### config.mk
export PLATFORM = sky130hd
export DESIGN_NAME = cpu_run_ctrl
export DESIGN_NICKNAME = d
export VERILOG_FILES = /design/src/rtl/cpu_run_pkg.sv /design/src/rtl/dump_skid_buf.sv /design/src/rtl/cpu_run_ctrl.sv
export SDC_FILE = /design/constraint.sdc
export NUM_CORES = 1
export LEC_CHECK = 0
export BUFFER_PORTS_ARGS = -buffer_cell sky130_fd_sc_hd__buf_2
export CAP_MARGIN = 10
export CORE_AREA = 2 2 156 158
export DETAILED_ROUTE_END_ITERATION = 10
export DIE_AREA = 0 0 158 160
export PLACE_DENSITY = 0.64
export SETUP_SLACK_MARGIN = 0.3
export SLEW_MARGIN = 20
export SYNTH_ARGS = -nofsm -noshare
export SYNTH_HDL_FRONTEND = slang
export SYNTH_SLANG_ARGS = --single-unit
### constraint.sdc
create_clock -name CLK -period 3.3 [get_ports CLK]
set_input_delay 0.66 -clock CLK [delete_from_list [all_inputs] [get_ports CLK]]
set_output_delay 0.66 -clock CLK [all_outputs]
set_load 0.01 [all_outputs]
### src/rtl/cpu_run_pkg.sv
// Shared types and constants for the CPU run sequencer.
//   run_state_e  : sequencer states
//   dump_beat_t  : one dump-stream word plus its last flag
//   DEF_*        : default values for the cpu_run_ctrl parameters
package cpu_run_pkg;

    localparam int unsigned DATA_W           = 32;
    localparam int unsigned DEF_ADDR_W       = 9;
    localparam int unsigned DEF_MEM_WORDS    = 512;
    localparam int unsigned DEF_DRAIN_CYCLES = 4;
    localparam int unsigned DEF_MAX_CYCLES   = 100000;
    localparam int unsigned DEF_CNT_W        = 32;

    // Instruction word the ID stage reports through halt_seen.
    localparam logic [DATA_W-1:0] HALT_WORD = 32'hffffffff;

    typedef enum logic [2:0] {
        IDLE,
        LOAD,
        RUN,
        DRAIN,
        DUMP,
        DONE
    } run_state_e;

    typedef struct packed {
        logic              last;
        logic [DATA_W-1:0] data;
    } dump_beat_t;

endpackage

### src/rtl/dump_skid_buf.sv
// Two-entry valid/ready buffer between the DMEM read data and the dump stream.
//   clk_i, rst_ni : clock, async active-low reset
//   push_i        : write push_beat_i this cycle (caller guarantees space)
//   pop_ready_i   : downstream ready; a word leaves when valid_o & pop_ready_i
//   valid_o/beat_o: head word, driven from registers only
//   full_o        : both entries occupied
//   afull_o       : at least one entry occupied
module dump_skid_buf
    import cpu_run_pkg::*;
(
    input  logic       clk_i,
    input  logic       rst_ni,
    input  logic       push_i,
    input  dump_beat_t push_beat_i,
    input  logic       pop_ready_i,
    output logic       valid_o,
    output dump_beat_t beat_o,
    output logic       full_o,
    output logic       afull_o
);

    dump_beat_t mem_q [2];
    logic       wptr_q, wptr_d;
    logic       rptr_q, rptr_d;
    logic [1:0] cnt_q,  cnt_d;
    logic       pop_c;

    assign pop_c   = valid_o && pop_ready_i;
    assign valid_o = (cnt_q != 2'd0);
    assign beat_o  = mem_q[rptr_q];
    assign full_o  = (cnt_q == 2'd2);
    assign afull_o = (cnt_q != 2'd0);

    // Pointer and occupancy update; push and pop may coincide.
    always_comb begin
        wptr_d = wptr_q;
        rptr_d = rptr_q;
        if (push_i) wptr_d = ~wptr_q;
        if (pop_c)  rptr_d = ~rptr_q;
        cnt_d = cnt_q + 2'(push_i) - 2'(pop_c);
    end

    always_ff @(posedge clk_i or negedge rst_ni) begin
        if (!rst_ni) begin
            mem_q[0] <= '0;
            mem_q[1] <= '0;
            wptr_q   <= 1'b0;
            rptr_q   <= 1'b0;
            cnt_q    <= 2'd0;
        end else begin
            if (push_i) mem_q[wptr_q] <= push_beat_i;
            wptr_q <= wptr_d;
            rptr_q <= rptr_d;
            cnt_q  <= cnt_d;
        end
    end

endmodule

### src/rtl/cpu_run_ctrl.sv
// Run sequencer: loads IMEM from the program stream, releases the CPU from
// reset, counts run cycles until halt (or the cycle limit), drains the
// pipeline, then streams all of DMEM out.
//   CLK, RST_N                    : clock, async active-low reset
//   start                         : begin a sequence (IDLE/DONE only)
//   prog_valid/ready/data/last    : program stream in
//   imem_we/addr/wdata            : IMEM write port
//   cpu_rst_n                     : CPU reset, active-low
//   halt_seen                     : ID stage saw the halt word
//   dmem_re/addr, dmem_rdata      : DMEM read port (data one cycle later)
//   dump_valid/ready/data/last    : DMEM dump stream out
//   busy, done, timeout, cycle_count : status
module cpu_run_ctrl
    import cpu_run_pkg::*;
#(
    parameter int unsigned ADDR_W       = DEF_ADDR_W,
    parameter int unsigned MEM_WORDS    = DEF_MEM_WORDS,
    parameter int unsigned DRAIN_CYCLES = DEF_DRAIN_CYCLES,
    parameter int unsigned MAX_CYCLES   = DEF_MAX_CYCLES,
    parameter int unsigned CNT_W        = DEF_CNT_W
) (
    input  logic              CLK,
    input  logic              RST_N,
    input  logic              start,
    input  logic              prog_valid,
    output logic              prog_ready,
    input  logic [31:0]       prog_data,
    input  logic              prog_last,
    output logic              imem_we,
    output logic [ADDR_W-1:0] imem_addr,
    output logic [31:0]       imem_wdata,
    output logic              cpu_rst_n,
    input  logic              halt_seen,
    output logic              dmem_re,
    output logic [ADDR_W-1:0] dmem_addr,
    input  logic [31:0]       dmem_rdata,
    output logic              dump_valid,
    input  logic              dump_ready,
    output logic [31:0]       dump_data,
    output logic              dump_last,
    output logic              busy,
    output logic              done,
    output logic              timeout,
    output logic [CNT_W-1:0]  cycle_count
);

    localparam int unsigned       DCNT_W    = (DRAIN_CYCLES > 1) ? $clog2(DRAIN_CYCLES) : 1;
    localparam logic [ADDR_W-1:0] LAST_ADDR = ADDR_W'(MEM_WORDS - 1);
    localparam logic [DCNT_W-1:0] DRAIN_END = DCNT_W'(DRAIN_CYCLES - 1);
    localparam logic [CNT_W-1:0]  CNT_LIMIT = CNT_W'(MAX_CYCLES - 1);

    run_state_e        state_q, state_d;
    logic [ADDR_W-1:0] waddr_q, waddr_d;
    logic [ADDR_W-1:0] raddr_q, raddr_d;
    logic              rd_done_q, rd_done_d;
    logic              rvalid_q, rvalid_d;
    logic              rlast_q, rlast_d;
    logic [DCNT_W-1:0] dcnt_q, dcnt_d;
    logic [CNT_W-1:0]  cnt_q, cnt_d;
    logic              timeout_q, timeout_d;
    logic              done_q, done_d;
    logic              busy_q, busy_d;
    logic              prog_ready_q, prog_ready_d;
    logic              cpu_rst_n_q, cpu_rst_n_d;
    logic              imem_we_q, imem_we_d;
    logic [ADDR_W-1:0] imem_addr_q, imem_addr_d;
    logic [31:0]       imem_wdata_q, imem_wdata_d;

    logic              issue_c, room_c, pop_c, accept_c;
    logic              buf_valid, buf_full, buf_afull;
    dump_beat_t        buf_beat, push_beat;

    assign push_beat = {rlast_q, dmem_rdata};

    dump_skid_buf u_skid (
        .clk_i       (CLK),
        .rst_ni      (RST_N),
        .push_i      (rvalid_q),
        .push_beat_i (push_beat),
        .pop_ready_i (dump_ready),
        .valid_o     (buf_valid),
        .beat_o      (buf_beat),
        .full_o      (buf_full),
        .afull_o     (buf_afull)
    );

    assign pop_c    = buf_valid && dump_ready;
    assign accept_c = prog_valid && prog_ready_q;
    // A read issued now lands in the buffer one cycle after the word already
    // in flight, so it fits if occupancy + in-flight - pop stays below two.
    assign room_c   = !buf_afull || (!buf_full && (!rvalid_q || pop_c)) ||
                      (pop_c && !rvalid_q);

    // Next-state and next-output logic.
    always_comb begin
        state_d      = state_q;
        waddr_d      = waddr_q;
        raddr_d      = raddr_q;
        rd_done_d    = rd_done_q;
        dcnt_d       = dcnt_q;
        cnt_d        = cnt_q;
        timeout_d    = timeout_q;
        cpu_rst_n_d  = 1'b0;
        imem_we_d    = 1'b0;
        imem_addr_d  = imem_addr_q;
        imem_wdata_d = imem_wdata_q;
        issue_c      = 1'b0;

        // Counts every cycle the CPU is out of reset, saturating.
        if (cpu_rst_n_q && (cnt_q != '1)) cnt_d = cnt_q + CNT_W'(1);

        unique case (state_q)
            IDLE, DONE: begin
                if (start) begin
                    state_d   = LOAD;
                    waddr_d   = '0;
                    cnt_d     = '0;
                    timeout_d = 1'b0;
                end
            end
            LOAD: begin
                if (accept_c) begin
                    imem_we_d    = 1'b1;
                    imem_addr_d  = waddr_q;
                    imem_wdata_d = prog_data;
                    waddr_d      = waddr_q + ADDR_W'(1);
                    if (prog_last || (waddr_q == LAST_ADDR)) state_d = RUN;
                end
            end
            RUN: begin
                cpu_rst_n_d = 1'b1;
                dcnt_d      = '0;
                // The CPU is still in reset on the first RUN cycle.
                if (cpu_rst_n_q) begin
                    if (halt_seen) begin
                        state_d = DRAIN;
                    end else if (cnt_q >= CNT_LIMIT) begin
                        timeout_d = 1'b1;
                        state_d   = DRAIN;
                    end
                end
            end
            DRAIN: begin
                raddr_d   = '0;
                rd_done_d = 1'b0;
                if (dcnt_q == DRAIN_END) begin
                    state_d = DUMP;
                end else begin
                    cpu_rst_n_d = 1'b1;
                    dcnt_d      = dcnt_q + DCNT_W'(1);
                end
            end
            DUMP: begin
                if (!rd_done_q && room_c) begin
                    issue_c = 1'b1;
                    raddr_d = raddr_q + ADDR_W'(1);
                    if (raddr_q == LAST_ADDR) rd_done_d = 1'b1;
                end
                if (pop_c && buf_beat.last) state_d = DONE;
            end
            default: state_d = IDLE;
        endcase

        rvalid_d     = issue_c;
        rlast_d      = issue_c && (raddr_q == LAST_ADDR);
        busy_d       = (state_d == LOAD) || (state_d == RUN) ||
                       (state_d == DRAIN) || (state_d == DUMP);
        done_d       = (state_d == DONE);
        prog_ready_d = (state_d == LOAD);
    end

    always_ff @(posedge CLK or negedge RST_N) begin
        if (!RST_N) begin
            state_q      <= IDLE;
            waddr_q      <= '0;
            raddr_q      <= '0;
            rd_done_q    <= 1'b0;
            rvalid_q     <= 1'b0;
            rlast_q      <= 1'b0;
            dcnt_q       <= '0;
            cnt_q        <= '0;
            timeout_q    <= 1'b0;
            done_q       <= 1'b0;
            busy_q       <= 1'b0;
            prog_ready_q <= 1'b0;
            cpu_rst_n_q  <= 1'b0;
            imem_we_q    <= 1'b0;
            imem_addr_q  <= '0;
            imem_wdata_q <= '0;
        end else begin
            state_q      <= state_d;
            waddr_q      <= waddr_d;
            raddr_q      <= raddr_d;
            rd_done_q    <= rd_done_d;
            rvalid_q     <= rvalid_d;
            rlast_q      <= rlast_d;
            dcnt_q       <= dcnt_d;
            cnt_q        <= cnt_d;
            timeout_q    <= timeout_d;
            done_q       <= done_d;
            busy_q       <= busy_d;
            prog_ready_q <= prog_ready_d;
            cpu_rst_n_q  <= cpu_rst_n_d;
            imem_we_q    <= imem_we_d;
            imem_addr_q  <= imem_addr_d;
            imem_wdata_q <= imem_wdata_d;
        end
    end

    assign prog_ready  = prog_ready_q;
    assign imem_we     = imem_we_q;
    assign imem_addr   = imem_addr_q;
    assign imem_wdata  = imem_wdata_q;
    assign cpu_rst_n   = cpu_rst_n_q;
    // Read strobe is issued in the same cycle the room decision is made so a
    // two-entry buffer sustains one word per cycle.
    assign dmem_re     = issue_c;
    assign dmem_addr   = raddr_q;
    assign dump_valid  = buf_valid;
    assign dump_data   = buf_beat.data;
    assign dump_last   = buf_valid && buf_beat.last;
    assign busy        = busy_q;
    assign done        = done_q;
    assign timeout     = timeout_q;
    assign cycle_count = cnt_q;

endmodule

# Yosys cells after proc, flatten, opt, wreduce, memory -nomap -nowiden

Cells that the tools add are included.

Bits of input ports: 71
RAM bits: 0
Memory bits (read-only): 0
Output and inout port bits: 123
Memories: 0
Word-level logic and storage cells: 133
Bits in latches: 0
Flip-flop bits (word level): 175

Add/sub/neg operators: 6
Mux-type cells: 39
Div/mod/pow operators: 0
Multiply operators: 0
Reduce and logical (&&, ||, !) cells: 34
Shift operators: 0
Bitwise operators: 4
Order comparisons: 4
Equal/unequal tests: 23

Operators by type and width:

| kind                    | number |
|---|---|
| $mux W33                | 4 |
| $mux W32                | 3 |
| $bwmux W66              | 1 |
| $pmux W9 S2             | 2 |
| $demux W33 S1           | 1 |
| $add A32 B1 Y32 const B | 1 |
| $ge A32 B17 Y1 const B  | 1 |
| $ne A32 B32 Y1 const B  | 1 |
| $mux W9                 | 3 |
| $mux W3                 | 8 |
| $add A9 B1 Y9 const B   | 2 |
| $eq A9 B9 Y1 const B    | 2 |
| $ne A2 B2 Y1 const B    | 8 |
| $pmux W3 S5             | 1 |
| $eq A3 B2 Y1 const B    | 4 |
| $eq A3 B3 Y1 const B    | 4 |
| $mux W1                 | 11 |
| $logic_and A1 B1 Y1     | 10 |
| $reduce_bool A2 Y1      | 5 |
| $logic_or A1 B1 Y1      | 7 |
| $eq A3 B1 Y1 const B    | 2 |
| $pmux W1 S2             | 3 |
| $reduce_and A2 Y1       | 3 |
| $reduce_and A3 Y1       | 2 |
| 14 further kinds        | 21 |

# Longest topological paths before layout

Gate-level depths: netlist (run 1).

Word-level depth: 11
Mapped depth: 9

# Modules after synthesis

Synthesis (run 1) repeated with hierarchy kept, for this count alone.

Cells, all modules: 736
Area total of the unflattened synthesis: 8290.5 µm²

Modules (own cells, without submodules):

| module        | area each (µm²) | times used | sequential area each (µm²) | cells each |
|---|---|---|---|---|
| cpu_run_ctrl  | 5076.1          | 1          | 2627.5                     | 542 |
| dump_skid_buf | 3214.3          | 1          | 1751.7                     | 194 |

# Worst setup path before layout (run 1)

Ideal clock, no wire load.

Path kind: flip-flop to output port
Start: register state_q[2]
End: output dmem_re
Data required time: 2.640 ns
Data arrival time: 1.462 ns
Cell stages (with the launch flop): 6
Path slack: 1.178 ns
Buffers on the path: 2
Path through: dfrtp_1 -> buf_2 -> or3b_1 -> a311oi_2 -> and2_1 -> buf_4

Longest elaborated chain between the ends: 2

Ends and longest elaborated chain:

| item                     | RTL line            | source |
|---|---|---|
| start: declaration       | cpu_run_ctrl.sv:52  | `run_state_e state_q, state_d;` |
| start signal: assignment | cpu_run_ctrl.sv:191 | `state_q <= state_d;` |
| $eq A3 B3 Y1             | cpu_run_ctrl.sv:112 | `unique case (state_q)` |
| $mux W1                  | cpu_run_ctrl.sv:112 |  |
| end: declaration         | cpu_run_ctrl.sv:34  | `output logic dmem_re,` |

No other way between the ends.

# Final worst setup path (run 1)

Start: register state_q[0]
End: output dmem_re

Same word-level chain as after synthesis.

==> flow_summary.json, run 1 <==
{
  "startpoint_type": "register",
  "crit_required_ns": 2.64,
  "leakage_nw": 4.83,
  "cts_tree": "done",
  "netlist_area_um2": 7920,
  "cts.clk_slew.worst_paths_ns": 0.07,
  "yosysSeqAreaShare_pct": 55.3,
  "cp-end-kind": "primary output",
  "die-height_um": 160,
  "synthSimpleGateAreaFrac_pct": 17.5,
  "async_flop_share_pct": 100,
  "grt_max_degree": 83,
  "maxCapViolCount": 0,
  "synthXorXnorAreaFrac_pct": 2.65,
  "rr_startpoint": "waddr_q[0]$_DFFE_PN0P_",
  "post_cts_buffers": 0,
  "seq_power_share_pct": 40.0,
  "insertion_delay_ns": 0.43,
  "yosys_warnings": 0,
  "finalCriticalPeriod_ns": 2.86,
  "synth_area_leaders": "dfrtp_1 (55%), mux2_2 (14%), nand2_1 (6.9%)",
  "irDropWorstVdd_mv": 0.329,
  "syn_inst": 714,
  "ys_ff_latch": 175,
  "clockRootBuffer": "clkbuf_16",
  "fin_area_um2": 9910,
  "synth_ff_type": "dfrtp_1",
  "synth-compound-area-share_pct": 6.00,
  "gp_congestion": 0.783,
  "period_share_pct": 86.6,
  "placed_area_um2": 9280,
  "dr_total_vias": 5890,
  "post-dp-hpwl_mm": 12.7,
  "rows": 57,
  "io_pins": 194,
  "clockBufferDepth": 2,
  "fmax_mhz": 350,
  "syn-num-nets": 793,
  "rsz0062_at_grt": "false",
  "hold_class": "input pin to asynchronous set/reset pin",
  "critPathKind": "register to primary output",
  "intPower_mw": 5.06,
  "yosys-top-cells-count": "dfrtp_1 (175), nand2_1 (145), mux2_2 (99)",
  "holdWs_ns": 0.278,
  "core_area_um2": 23800,
  "p_clk_share_pct": 29.5,
  "yosysTopAreaCellShare_pct": 55.3,
  "start_util_pct": 33.3,
  "switching_power_mw": 2.16,
  "grt_pass1_wl_mm": 29.6,
  "synth_top_family_by_area": "simple AND/OR/NAND/NOR gates",
  "synth_most_common_cell": "dfrtp_1",
  "setup_viol": 0,
  "worstPathArrival_ns": 2.20,
  "grt_pass1_vias": 5696,
  "drc": 0,
  "synth_edf_count": 0,
  "firstDrtPassIters": 4,
  "drt-total-wl_mm": 18.6,
  "fin_tns_setup_ns": 0,
  "synthToLayoutAreaGrowth_pct": 25.2,
  "wire_per_inst_um": 15.0,
  "numClockSinks": 175,
  "drv_slew": 0,
  "final_hold_viol_count": 0,
  "cts_resized": 1,
  "drive_gt1_share_pct": 38.3,
  "synth_cell_types": 50,
  "syn_area_per_cell_um2": 11.1,
  "nets": 986,
  "viasPerCell": 4.73,
  "post-route-util_pct": 41.6,
  "fin_skew_ns": 0.0161,
  "grtUsageTotal_pct": 14.8,
  "outcome": "complete, no violations",
  "switching_share_pct": 29.9,
  "dieArea_um2": 25300,
  "dp_slack_ns": 0.726,
  "htree_num_levels": 4,
  "grt_antenna_before_repair": 1,
  "hold_buffers": 0,
  "fin_ws_ns": 0.442,
  "ant_nets": 0,
  "overflow": 0,
  "cts_buffers": 17,
  "crit_start": "state_q[0]$_DFF_PN0_",
  "critical_path_peak_fanout": 12,
  "port-buffer-count": 193,
  "muxShareOfSynthArea_pct": 15.0,
  "yosysTopAreaCell": "dfrtp_1",
  "p_comb_share_pct": 30.5,
  "slew_headroom_pct": 47.8,
  "first_iter_violations": 311,
  "synth_adder_area_share_pct": 1.26,
  "pwr_density_cell_nw_per_um2": 729,
  "die_w_um": 158,
  "num-fill-cells": 2357,
  "max_slew.worst_pin.slew_ns": 0.782
}
[kinds of logic (layout without fill, tap and decap cells)]
kind of cell,after synthesis,after routing
buffers and inverters,46,252
flip-flops,175,175
adder cells (fa/ha/maj),8,8
multiplexers,106,106
AND/OR/NAND/NOR,285,285
other,0,1
XOR/XNOR,24,24
AO/OA/AOI/OAI,70,70
[worst max-delay path, cell delays in order (launching register included)]
cell and delay, ns:
dfrtp_1 0.49, or3b_1 0.47, a311oi_4 0.35, and2_2 0.32, buf_2 0.16
[power groups by stage]
stage	clock network, mW	logic [mW]	registers, mW
5_1_grt	2.29	2.41	2.95
4_1_cts	2.19	2.23	2.89
2_1_floorplan	0	1.55	2.87
3_5_place_dp	0	2.21	2.93
3_3_place_gp	0	2.18	2.90
6_report	2.13	2.20	2.89
[path summary, 6_finish.rpt]
kind	endpoint	slack, ns	depth (start not counted)
worst max-delay path	dmem_re	0.44	4
worst min-delay path	u_skid.mem_q[26]$_DFFE_PN0P_	0.28	1
worst max register to register	busy$_DFF_PN0_	0.92	9
worst min register to register	imem_wdata[17]$_DFFE_PN0P_	0.47	2
max in group asynchronous	imem_addr[7]$_DFFE_PN0P_	2.20	2
min in group CLK	imem_wdata[7]$_DFFE_PN0P_	0.42	3
[flip-flops by register name (all words and copies together), names as in the netlist, 2 cells and up]
signal and count:
u_skid.mem_q 66, cycle_count 32, waddr_q 9, u_skid.cnt_q 2, imem_wdata 32, dmem_addr 9, state_q 3, dcnt_q 2
imem_addr 9
[stage by stage]
step / std cells / power (mW)
after floorplan: 714 / 4.42
after global placement: 1212 / 5.09
after detailed placement: 1212 / 5.14
after CTS: 1244 / 7.31
after global routing: 1244 / 7.65
final: 1245 / 7.23
[area by class of cell]
cell class | instances | area [µm²] | area share, %
antenna | 1 | 2.50 | 0.0252
clock buffer | 18 | 439 | 4.43
clock inverter | 14 | 180 | 1.82
inverter | 16 | 60.1 | 0.606
multi-input combinational | 493 | 3380 | 34.1
sequential | 175 | 4380 | 44.2
tap | 324 | 405 | 4.09
timing repair buffer | 204 | 1070 | 10.8
[metal layers]
metal	part of all wire (%)	wire, µm	global-route usage (%)
met5	0.070	13	0
met1	46	8630	19.6
met4	1.2	219	4.83
met2	46	8630	23.7
met3	6.1	1140	3.77
[placed cells by master, fill, tap and decap left out, types with 3 or more instances in the layout]
master,instances
ha_1,8
nand3b_1,3
mux2_2,99
dfrtp_1,175
nor2_1,32
clkbuf_16,17
nand3_1,24
xnor2_1,15
nor3b_1,4
xor2_1,9
and3_1,4
or3_1,13
nor4_1,6
nor2b_1,4
nand2_1,145
nor3_1,9
buf_2,192
nand4_1,9
o31ai_1,6
inv_1,16
mux2i_1,7
bufinv_16,3
buf_4,10
or4_1,9
o21ai_0,22
a21oi_1,21
and4_1,5
and2_1,4
a211oi_1,6
inv_6,6
(Power assumes the default switching activity.)
==> inputs of run 2 (changes only) <==
--- a/config.mk
+++ b/config.mk
@@ -10,6 +10,7 @@
 export CORE_AREA = 2 2 156 158
 export DETAILED_ROUTE_END_ITERATION = 10
 export DIE_AREA = 0 0 158 160
+export MAX_ROUTING_LAYER = met4
 export PLACE_DENSITY = 0.64
 export SETUP_SLACK_MARGIN = 0.3
 export SLEW_MARGIN = 20
==> run 2 against run 1 <==
Compared with the run above: sequential share of layout area barely moved; critical path type unchanged; clock power is essentially flat; largest cell class unchanged; final cell count about the same; combinational power about the same; hold slack gained 0.012 ns; setup slack got worse by 0.00078 ns; largest power group unchanged.
==> flow_summary.json, run 2 (synthesized netlist as in run 1, its figures left out) <==
{
  "outcome": "complete, no violations",
  "period_share_pct": 86.6,
  "start_util_pct": 33.3,
  "busiest_layer": "met2",
  "clockBufferDepth": 2,
  "placed_area_um2": 9280,
  "post-route-util_pct": 41.6,
  "maxCapViolCount": 0,
  "nets": 986,
  "largest_register": "u_skid.mem_q",
  "rsz0062_at_grt": "false",
  "synthToLayoutAreaGrowth_pct": 25.2,
  "grtUsageTotal_pct": 15.3,
  "final_hold_viol_count": 0,
  "critical_path_peak_fanout": 12,
  "wire_per_inst_um": 14.9,
  "irDropWorstVdd_mv": 0.329,
  "rows": 57,
  "insertion_delay_ns": 0.43,
  "hold_class": "input pin to asynchronous set/reset pin",
  "core_area_um2": 23800,
  "firstDrtPassIters": 4,
  "p_total_mw": 7.22,
  "gp_congestion": 0.794,
  "leakage_nw": 4.83,
  "post-dp-hpwl_mm": 12.7,
  "crit_required_ns": 2.64,
  "viasPerCell": 4.74,
  "rr_startpoint": "waddr_q[0]$_DFFE_PN0P_",
  "ant_nets": 0,
  "dieArea_um2": 25300,
  "htree_num_levels": 4,
  "fin_area_um2": 9920,
  "fin_tns_setup_ns": 0,
  "post_cts_buffers": 0,
  "drive_gt1_share_pct": 38.3,
  "grt_use_met1_pct": 19.8,
  "path_delay_family": "simple AND/OR/NAND/NOR gates",
  "cts_resized": 1,
  "mostFrequentLayoutCell": "buf_2",
  "grt_max_degree": 83,
  "crit_path_top_delay_cell": "dfrtp_1",
  "drc": 0,
  "critPathKind": "register to primary output",
  "cts_tree": "done",
  "largest_reg_flops": 66,
  "startpoint_type": "register",
  "dr_total_vias": 5904,
  "met2_usage_pct": 23.6,
  "drt-total-wl_mm": 18.6,
  "port-buffer-count": 193,
  "grt_pass1_vias": 5692,
  "dp_slack_ns": 0.726,
  "crit_chain": "or3b_1 -> a311oi_4 -> and2_2 -> buf_2",
  "worstPathArrival_ns": 2.20,
  "crit_start": "state_q[0]$_DFF_PN0_",
  "grt_pass1_wl_mm": 29.6,
  "met3_usage_pct": 3.80,
  "fin_skew_ns": 0.0161,
  "max_slew.worst_pin.slew_ns": 0.773,
  "pwr_density_cell_nw_per_um2": 728,
  "fmax_mhz": 350,
  "clockRootBuffer": "clkbuf_16",
  "io_pins": 194,
  "grt_antenna_before_repair": 1,
  "cp-end-kind": "primary output",
  "die_w_um": 158,
  "placedCellCount": 1212,
  "numClockSinks": 175,
  "cts.clk_slew.worst_paths_ns": 0.07,
  "cts_buffers": 17,
  "die-height_um": 160,
  "holdWs_ns": 0.290,
  "overflow": 0,
  "mostFrequentLayoutCells": "buf_2 (192), dfrtp_1 (175), nand2_1 (145)",
  "drv_slew": 0,
  "hold_buffers": 0,
  "finalNonFillerCells": 1246,
  "setup_viol": 0,
  "finalCriticalPeriod_ns": 2.86,
  "path_buf_inv": 1,
  "fin_ws_ns": 0.441,
  "slew_headroom_pct": 48.4,
  "first_iter_violations": 282,
  "cpPeakStageDelay_ns": 0.49
}
==> run 2: area by class of cell <==
type                            count  area (µm²)
Tap cell                          324         405
Timing Repair Buffer              204        1070
Clock buffer                       18         439
Inverter                           16        60.1
Fill cell                        2356       13900
Sequential cell                   175        4380
Multi-Input combinational cell    493        3380
Antenna cell                        2        5.00
Clock inverter                     14         180
==> run 2: path summary, 6_finish.rpt <==
check	end	slack [ns]	cells past startpoint
max	dmem_re	0.44	4
min	u_skid.mem_q[26]$_DFFE_PN0P_	0.29	1
max reg2reg	busy$_DFF_PN0_	0.92	9
min reg2reg	imem_wdata[24]$_DFFE_PN0P_	0.47	2
max in group asynchronous	imem_addr[7]$_DFFE_PN0P_	2.19	2
min in group CLK	imem_wdata[7]$_DFFE_PN0P_	0.43	3
==> run 2: report_power, final <==
group          total, mW  internal (mW)  switching (mW)  leakage (nW)
registers           2.89           2.63           0.260          2.21
clock network       2.13           1.23           0.897         0.299
logic               2.20           1.20            1.00          2.33
total               7.22           5.06            2.16          4.83
==> run 2: metal layers <==
layer  share of wire, %  up-vias
li1                   -     2893
met1                 46     2846
met2                 47      151
met3                6.2       14
met4               0.96        0
met5                  0        -
==> inputs of run 3 (changes only) <==
--- a/config.mk
+++ b/config.mk
@@ -11,7 +11,7 @@
 export DETAILED_ROUTE_END_ITERATION = 10
 export DIE_AREA = 0 0 158 160
 export MAX_ROUTING_LAYER = met4
-export PLACE_DENSITY = 0.64
+export PLACE_DENSITY = 0.66
 export SETUP_SLACK_MARGIN = 0.3
 export SLEW_MARGIN = 20
 export SYNTH_ARGS = -nofsm -noshare
==> constraint.sdc (replaced) <==
create_clock -name CLK -period 2.36 [get_ports CLK]
set_input_delay 0.472 -clock CLK [delete_from_list [all_inputs] [get_ports CLK]]
set_output_delay 0.472 -clock CLK [all_outputs]
set_load 0.01 [all_outputs]
==> run 3 against run 2 <==
Compared with the run above: register-to-register slack worse by 0.57 ns; highest routed layer unchanged; hold slack worse by 0.26 ns; sequential power up 43%; flip-flop and latch count unchanged.
==> flow_summary.json, run 3 (synthesized netlist as in run 1, its figures left out) <==
{
  "largest_reg_flops": 66,
  "dieArea_um2": 25300,
  "port-buffer-count": 193,
  "wire_per_inst_um": 15.8,
  "mostFrequentLayoutCells": "dfrtp_1 (163), buf_2 (158), nand2_1 (145)",
  "synthToLayoutAreaGrowth_pct": 34.8,
  "placed_area_um2": 9430,
  "fin_area_um2": 10700,
  "hold_buffers": 0,
  "core_area_um2": 23800,
  "overflow": 0,
  "grt_pass1_wl_mm": 32.9,
  "insertion_delay_ns": 0.43,
  "drc": 0,
  "leakage_nw": 5.22,
  "ant_nets": 0,
  "rows": 57,
  "finalCriticalPeriod_ns": 2.27,
  "dr_total_vias": 6100,
  "gp_congestion": 0.830,
  "pwr_density_cell_nw_per_um2": 1040,
  "period_share_pct": 96.1,
  "rsz0062_at_grt": "true",
  "maxCapViolCount": 0,
  "grtUsageTotal_pct": 16.9,
  "htree_num_levels": 4,
  "largest_register": "u_skid.mem_q",
  "critical_path_peak_fanout": 2,
  "startpoint_type": "register",
  "r2r_end": "busy$_DFF_PN0_",
  "grt_antenna_before_repair": 0,
  "cts.clk_slew.worst_paths_ns": 0.07,
  "post-dp-hpwl_mm": 13.5,
  "diodes": 0,
  "worstPathArrival_ns": 1.80,
  "final_hold_viol_count": 0,
  "clockRootBuffer": "clkbuf_16",
  "fmax_mhz": 441,
  "grt_max_degree": 61,
  "cp-end-kind": "primary output",
  "nets": 1018,
  "crit_required_ns": 1.89,
  "drive_gt1_share_pct": 44.2,
  "first_iter_violations": 304,
  "ff2ff_path_depth": 9,
  "outcome": "complete, no violations",
  "cts_buffers": 17,
  "drv_slew": 0,
  "placedCellCount": 1227,
  "hold_class": "input pin to asynchronous set/reset pin",
  "cts_tree": "done",
  "grt_pass1_vias": 6293,
  "drt-total-wl_mm": 20.2,
  "setup_viol": 0,
  "fin_skew_ns": 0.0120,
  "max_slew.worst_pin.slew_ns": 0.599,
  "clockBufferDepth": 2,
  "die_w_um": 158,
  "io_pins": 194,
  "start_util_pct": 33.3,
  "critPathKind": "register to primary output",
  "numClockSinks": 175,
  "firstDrtPassIters": 4,
  "r2r_slack_ns": 0.35,
  "viasPerCell": 4.78,
  "irDropWorstVdd_mv": 0.527,
  "slew_headroom_pct": 60.0,
  "die-height_um": 160,
  "mostFrequentLayoutCell": "dfrtp_1",
  "post-route-util_pct": 44.8,
  "rr_startpoint": "waddr_q[1]$_DFFE_PN0P_",
  "finalNonFillerCells": 1276
}
==> run 3: cell types whose count changed in the layout (fill, tap and decap cells not counted), moves of 12 or more <==
cell / delta
buf_4: +24
mux2_2: -32
dfrtp_1: -12
buf_6: +35
mux2_4: +32
dfrtp_2: +12
buf_2: -34
==> run 3: worst max-delay path by stage <==
stage                            from              to  slack [ns]
2_1_floorplan  waddr_q[0]$_DFFE_PN0P_  busy$_DFF_PN0_        0.36
3_3_place_gp   waddr_q[0]$_DFFE_PN0P_  busy$_DFF_PN0_        0.29
3_5_place_dp   waddr_q[0]$_DFFE_PN0P_  busy$_DFF_PN0_        0.19
4_1_cts          state_q[1]$_DFF_PN0_         dmem_re       -0.01
5_1_grt          state_q[1]$_DFF_PN0_         dmem_re        0.02
6_report         state_q[1]$_DFF_PN0_         dmem_re        0.09
==> run 3: layout make-up <==
type / instances / area, µm²
Timing Repair Buffer: 236 / 1630
Fill cell: 2268 / 13100
Clock inverter: 15 / 135
Clock buffer: 17 / 425
Multi-Input combinational cell: 493 / 3620
Inverter: 16 / 60.1
Tap cell: 324 / 405
Sequential cell: 175 / 4390
==> run 3: metal layers <==
metal / share of wire [%] / track usage (%)
met2: 48 / 27.6
met4: 1.1 / 4.10
met1: 45 / 21.1
met5: 0 / -
met3: 5.8 / 4.07
==> run 3: timing repair <==
item                       in CTS  in global routing
setup endpoints to repair      51                 62
gates resized for setup        86                 30
pin swaps                       7                  6
setup buffers                   8                  6
cloned                          2                  1
==> run 3: critical path, stage by stage, from the launching register on <==
cell and delay [ns]:
dfrtp_2 0.40, or3b_4 0.41, a311oi_4 0.26, and2_4 0.21, buf_6 0.10
==> run 3: report_power, final <==
part / total [mW] / internal [mW] / switching (mW)
Combinational: 4.25 / 2.65 / 1.60
Clock: 2.74 / 1.47 / 1.27
Sequential: 4.13 / 3.69 / 0.440
==> run 3: stage by stage <==
| step | total power [mW] | hold slack (ns) | worst slack, ns | TNS, ns |
|---|---|---|---|---|
| after floorplan | 6.18 | 0.176 | 0.358 | 0 |
| after global placement | 7.18 | 0.453 | 0.292 | 0 |
| after detailed placement | 7.29 | 0.457 | 0.187 | 0 |
| after CTS | 11.2 | 0.0381 | -0.0144 | -0.0144 |
| after global routing | 11.8 | 0.0542 | 0.0209 | 0 |
| final | 11.1 | 0.0260 | 0.0929 | 0 |
